--- src/rtl/rng_req_arbiter.sv ---
// rng_req_arbiter
//   Shares one random_num_gen instance between NREQ requesters. Level
//   requests are arbitrated round-robin. The winner gets one registered
//   start pulse sent to the generator. The arbiter then waits for the
//   generator's completion pulse and hands the captured word back to the
//   winner with a one-cycle ack. A watchdog ends a hung generation: it
//   delivers a zero word with err set.
//
// Ports
//   clk           clock
//   rst_n         asynchronous reset, active-low
//   req           per-requester level request, held until its ack
//   ack           one-hot, one-cycle pulse: result for requester i is valid
//   rnd_data      delivered random word, held until the next delivery
//   err           valid with ack; 1 = generator timed out (rnd_data = 0)
//   busy          high whenever the arbiter is not idle
//   rng_enable_p  start pulse to the generator
//   rng_done_p    completion pulse from the generator
//   rng_y         result word from the generator
module rng_req_arbiter #(
  parameter int NBITS   = 256,
  parameter int NREQ    = 4,
  parameter int TIMEOUT = 1024
) (
  input  logic             clk,
  input  logic             rst_n,
  input  logic [NREQ-1:0]  req,
  output logic [NREQ-1:0]  ack,
  output logic [NBITS-1:0] rnd_data,
  output logic             err,
  output logic             busy,
  output logic             rng_enable_p,
  input  logic             rng_done_p,
  input  logic [NBITS-1:0] rng_y
);

  localparam int IW = $clog2(NREQ);
  localparam int TW = $clog2(TIMEOUT) + 1;

  typedef enum logic [1:0] {
    IDLE    = 2'd0,
    START   = 2'd1,
    WAIT    = 2'd2,
    DELIVER = 2'd3
  } state_t;

  state_t          state_reg;
  logic [IW-1:0]   grant_reg;
  logic [IW-1:0]   last_grant_reg;
  logic [IW-1:0]   grant_next;
  logic [TW-1:0]   timer_reg;

  // Candidate index k positions after the last winner, wrapping modulo NREQ.
  // The wrap uses an explicit modulo so that NREQ need not be a power of two.
  function automatic logic [IW-1:0] rr_index(input logic [IW-1:0] base, input int k);
    int sum;
    sum = (int'(base) + k) % NREQ;
    return IW'(sum);
  endfunction

  // Round-robin pick. The scan runs from the farthest candidate down to the
  // nearest one, so the last assignment comes from the requester closest
  // after last_grant. If nothing is requested, the value is unused.
  always_comb begin
    grant_next = last_grant_reg;
    for (int k = NREQ; k >= 1; k--) begin
      if (req[rr_index(last_grant_reg, k)]) begin
        grant_next = rr_index(last_grant_reg, k);
      end
    end
  end

  always_ff @(posedge clk or negedge rst_n) begin
    if (!rst_n) begin
      state_reg      <= IDLE;
      ack            <= '0;
      err            <= 1'b0;
      busy           <= 1'b0;
      rng_enable_p   <= 1'b0;
      rnd_data       <= '0;
      timer_reg      <= '0;
      grant_reg      <= '0;
      last_grant_reg <= IW'(NREQ - 1);
    end else begin
      // ack, err and the start pulse are single-cycle strobes.
      ack          <= '0;
      err          <= 1'b0;
      rng_enable_p <= 1'b0;
      case (state_reg)
        IDLE: begin
          if (|req) begin
            grant_reg    <= grant_next;
            rng_enable_p <= 1'b1;
            busy         <= 1'b1;
            state_reg    <= START;
          end
        end
        START: begin
          // A completion pulse here belongs to no run of ours, so it is ignored.
          timer_reg <= '0;
          state_reg <= WAIT;
        end
        WAIT: begin
          timer_reg <= timer_reg + TW'(1);
          // If done arrives on the same edge as the timeout, done takes priority.
          if (rng_done_p) begin
            rnd_data  <= rng_y;
            ack       <= NREQ'(1) << grant_reg;
            state_reg <= DELIVER;
          end else if (timer_reg == TW'(TIMEOUT - 1)) begin
            rnd_data  <= '0;
            err       <= 1'b1;
            ack       <= NREQ'(1) << grant_reg;
            state_reg <= DELIVER;
          end
        end
        DELIVER: begin
          last_grant_reg <= grant_reg;
          busy           <= 1'b0;
          state_reg      <= IDLE;
        end
        default: begin
          state_reg <= IDLE;
        end
      endcase
    end
  end

endmodule

--- config.mk ---
export PLATFORM = sky130hd
export DESIGN_NAME = rng_req_arbiter
export DESIGN_NICKNAME = d
export VERILOG_FILES = /design/src/rtl/rng_req_arbiter.sv
export SDC_FILE = /design/constraint.sdc
export NUM_CORES = 1
export LEC_CHECK = 0
export CORE_AREA = 2 2 207 209
export CTS_CLUSTER_DIAMETER = 120
export DETAILED_ROUTE_END_ITERATION = 16
export DIE_AREA = 0 0 209 211
export PLACE_DENSITY = 0.67
export SLEW_MARGIN = 30
export SYNTH_ARGS = -nofsm -noshare
export SYNTH_HDL_FRONTEND = slang
export SYNTH_SLANG_ARGS = --single-unit
--- constraint.sdc ---
create_clock -name clk -period 2.1 [get_ports clk]
set_input_delay 0.42 -clock clk [delete_from_list [all_inputs] [get_ports clk]]
set_output_delay 0.42 -clock clk [all_outputs]
set_load 0.005 [all_outputs]
* Yosys cells after proc, flatten, opt, wreduce, memory -nomap -nowiden
Index checks and enable logic that the tools add are counted.
** Storage, ports and cells
- Bits in registers :: 280
- Bits of input ports :: 263
- Output and inout port bits :: 263
- Word-level logic and storage cells :: 63
** Operators by class
- Add/sub/neg operators :: 5
- Magnitude comparators :: 4
- Equality and inequality tests :: 6
- Shift operators :: 1
- Mux-type cells :: 29
- Reduce and logical (&&, ||, !) cells :: 9
** Operators with widths (number)
- $mux 256 :: 2
- $pmux 11 s2 :: 1
- $mux 2 :: 7
- $lt 2x3->1 const B :: 4
- $mux 4 :: 3
- $add 11x1->11 const B :: 1
- $eq 11x10->1 const B :: 1
- $mux 1 :: 10
- $bmux 1 s2 :: 4
- $pmux 2 s4 :: 1
- $reduce_and 2->1 :: 4
- $reduce_bool 2->1 :: 3
- $add 2x1->2 const B :: 2
- $add 2x2->2 const B :: 2
- $eq 2x2->1 const B :: 2
- $reduce_or 4->1 :: 1
- $shl 1x2->4 const A :: 1
- $ne 3x3->1 const B :: 1
- $eq 2x1->1 const B :: 1
- $logic_not 2->1 :: 1
- $ne 2x2->1 const B :: 1
- $pmux 1 s2 :: 1

* Longest topological paths before layout
Gate-level depths: netlist of run 1.
- Depth in word-level cells :: 7
- Mapped depth :: 9

* Worst setup path after synthesis of run 1
Ideal clock, no wire load.
- Path type :: reg-to-reg
- Start point :: reg state_reg[0]
- End point :: reg rnd_data[227]
- Setup time :: 0.080 ns
- Data arrival time :: 1.771 ns
- Setup slack :: 0.248 ns
- Cell stages (with the launch flop) :: 10
- Path buffers :: 4
- Period minus slack after synthesis :: 1.852 ns
- Cells stage by stage :: dfrtp_1 inv_1 ha_1 buf_2 and2_1 clkbuf_1 clkbuf_1 clkbuf_1 nor2_1 nor3_2
** On the way
- Word-level cells in the longest chain between the ends :: 2
** Ends and longest elaborated chain
- start: declaration :: line 47 : state_t state_reg;
- start signal: assignment :: line 75 : state_reg <= IDLE;
- start signal: assignment :: line 95 : state_reg <= START;
- start signal: assignment :: line 101 : state_reg <= WAIT;
- $eq 2x2->1 :: line 89 : case (state_reg)
- $reduce_and 2->1 (no source line)
- end signal: assignment :: line 107 : rnd_data <= rng_y;
- end: declaration :: line 29 : output logic [NBITS-1:0] rnd_data,
Every way passes these cells.
A chain may end at the register's enable or synchronous reset.

* Final worst setup path of run 1
- Start point :: reg timer_reg[4]
- End point :: reg rnd_data[224]
** On the way
- Word-level cells in the longest chain between the ends :: 3
** Ends and longest elaborated chain
- start: declaration :: line 51 : logic [TW-1:0] timer_reg;
- start signal: assignment :: line 104 : timer_reg <= timer_reg + TW'(1);
- $eq 11x10->1 :: line 110 : end else if (timer_reg == TW'(TIMEOUT - 1)) begin
- $reduce_bool 2->1 (no source line)
- $reduce_and 2->1 (no source line)
Every way passes these cells.

==> out/metrics.yaml, run 1 <==
clock_path_buffers: 3
initial_core_util: 0.3005
finalCritPeriodShare: 0.9238
cts_tree: "done"
synth.top_cell.area_share: 0.5544
syn_area_per_cell_um2: 10.21
synthCells: 1229
ys_seq_elements: 280
yosysWarnings: 0
cts.sinks: 280
synth.most_common_cell: "nor2_1"
route.detailed.drc: 0
grt_pass1_vias: 10826
grt-ovfl-total: 0
cts_root_buffer: "clkbuf_16"
nFillCells: 3847
clock_latency_ns: 0.57
max_freq_mhz: 515.5
largest_reg_flops: 256
fp.dieW_um: 209
worst_ep_arrival_time_ns: 2.39
drv_slew: 0
syn-num-nets: 1497
criticalPathCategory: "flop to flop"
r2r-start: "timer_reg[4]$_DFFE_PN0P_"
fin_hold_ws_ns: 0.3536
crit_end: "rnd_data[224]$_DFFE_PN0P_"
routed_wl_mm: 38.60
cp_max_fo: 19
cts_setup_buffers: 0
via_count: 10503
grt_util_all_layers: 0.1698
fin_setup_tns_ns: 0
core_area_um2: 41760
numCtsBuffers: 31
power.leakage_nw: 7.889
cp-startpoint: "timer_reg[4]$_DFFE_PN0P_"
die_area_um2: 44100
irDropWorstVdd_mv: 0.8496
io_pins: 526
ant_nets: 0
crit_required_ns: 2.55
synth_cell_types: 37
setup_ws_ns: 0.1601
layout.nets: 2013
layout-drive-gt1-share: 0.1730
drt_iter0_drc: 561
finish.instance_area_um2: 19450
rsz0062_at_grt: "false"
cts_max_level: 1
grt_pass1_wl_mm: 60.62
yosys-top-cells-count: "nor2_1, dfrtp_1, nor3_2"
grt_max_degree: 80
fin_util: 0.4658
ys_seq_area_frac: 0.5586
start_kind: "flop"
async_flop_share: 1.000
place_congestion: 0.8523
ff2ff_setup_slack_ns: 0.16
period_minus_slack_ns: 1.940
relSlewSlack: 0.6827
power_density_nw_per_um2: 1390
clock_skew_ns: 0.01243
finalHoldViolCount: 0
drtPass1Iterations: 4
vias_per_cell: 4.551
status: "finished, final reports clean"
wl_per_cell_um: 16.73
synthFlopType: "dfrtp_1"
drv_cap: 0
post_dp_cell_area_um2: 18400
area_delta_synth_final_pct: 55.02
synth-edff-count: 0
dpl.hpwl_mm: 28.53
synthesis.area_um2: 12550
r2r_cells: 6
die_h_um: 211
placement.io_buffers: 525
hp-class: "input port to asynchronous set/reset pin"
worst_pin_slew_ns: 0.4750
path_clk_slew_ns: 0.06
netlist.top_cell.by_area: "dfrtp_1"
end_kind: "flop"
r2r_end: "rnd_data[224]$_DFFE_PN0P_"
grt_antenna_before_repair: 0
num_rows: 75
synth_area_leaders: "dfrtp_1, nor3_2, nor2_1"
dpl_worst_slack_ns: -0.06953
setup_viol: 0
n_antenna_cell: 0
[logic make-up after synthesis]
| kind of cell | Yosys count | synth area share |
|---|---|---|
| AO/OA/AOI/OAI | 20 | 0.01007 |
| XOR/XNOR | 5 | 0.003490 |
| adder cells (fa/ha/maj) | 5 | 0.004986 |
| buffers and inverters | 97 | 0.06183 |
| flip-flops | 280 | 0.5586 |
| multiplexers | 5 | 0.004288 |
| AND/OR/NAND/NOR | 817 | 0.3567 |
[report_power, final]
part / switching, mW / internal, mW / total [mW]
Combinational: 5.04 / 7.10 / 12.1
Clock: 2.21 / 3.27 / 5.49
Sequential: 1.45 / 7.96 / 9.41
Total: 8.70 / 18.3 / 27.0
[through the flow]
step                instances  total power, mW
floorplan                1229            14.41
global placement         2250            21.50
detailed placement       2250            21.79
CTS                      2308            27.44
global route             2308            28.87
finish                   2308            27.04
[routing by layer]
metal  global-route usage  share of wire
met1               0.2115           0.41
met2               0.2878           0.49
met3              0.04698          0.077
met4              0.05049          0.026
met5                    0              0
[timing repair]
action	in CTS	in global routing
endpoints found under the hold margin	36	0
setup endpoints to repair	1	5
resized for setup	1	1
hold buffers	1	0
[final cells by class]
type	instances	area [um^2]	share of cell area
flip-flops and latches	280	7009	0.3604
multi-input cells	852	4777	0.2456
well taps	539	674.4	0.03467
clock inverters	8	100.1	0.005146
clock buffers	49	933.4	0.04799
repair buffers	573	5929	0.3049
inverters	7	26.28	0.001351
[how the worst min path moves through the flow]
stage               cells past startpoint  slack [ns]  startpoint                        end
global route                            2        0.37       rst_n              err$_DFF_PN0_
CTS                                     2        0.33       rst_n              err$_DFF_PN0_
floorplan                               0        0.12       rst_n           ack[0]$_DFF_PN0_
finish                                  2        0.35       rst_n  rnd_data[186]$_DFFE_PN0P_
detailed placement                      1        0.37       rst_n  rnd_data[215]$_DFFE_PN0P_
global placement                        1        0.36       rst_n  rnd_data[215]$_DFFE_PN0P_
[worst max-delay path, cell delays in order, from the launching register on]
cell and delay (ns):
dfrtp_1 0.43, nand4_2 0.19, nor4b_4 0.36, and3_4 0.29, buf_12 0.19, buf_4 0.26, nor3_2 0.08
[placed cells by master (no fill, tap or decap), drive strengths merged, types with 2 or more instances in the layout]
master / n
clkbuf: 50
clkinv: 3
o31ai: 2
dfrtp: 278
mux2: 3
buf: 47
nand2: 12
clkdlybuf4s50: 524
and3: 2
nor3b: 2
dfstp: 2
o21ai: 6
o211ai: 2
nor3: 259
nand4: 4
ha: 5
inv: 9
a21oi: 4
a211oi: 3
bufinv: 2
xor2: 4
nor2: 523
nand3: 5
nor2b: 2
or3: 2
mux2i: 2
and4: 2
Note: power is estimated with default switching activity, not from simulation.
==> run 2, diff against run 1 <==
Settings changed: ABC_CLOCK_PERIOD_IN_PS set to 2100.
==> results of run 2 <==
Same layout as run 1: the final DEF is identical, and so are final timing and power.
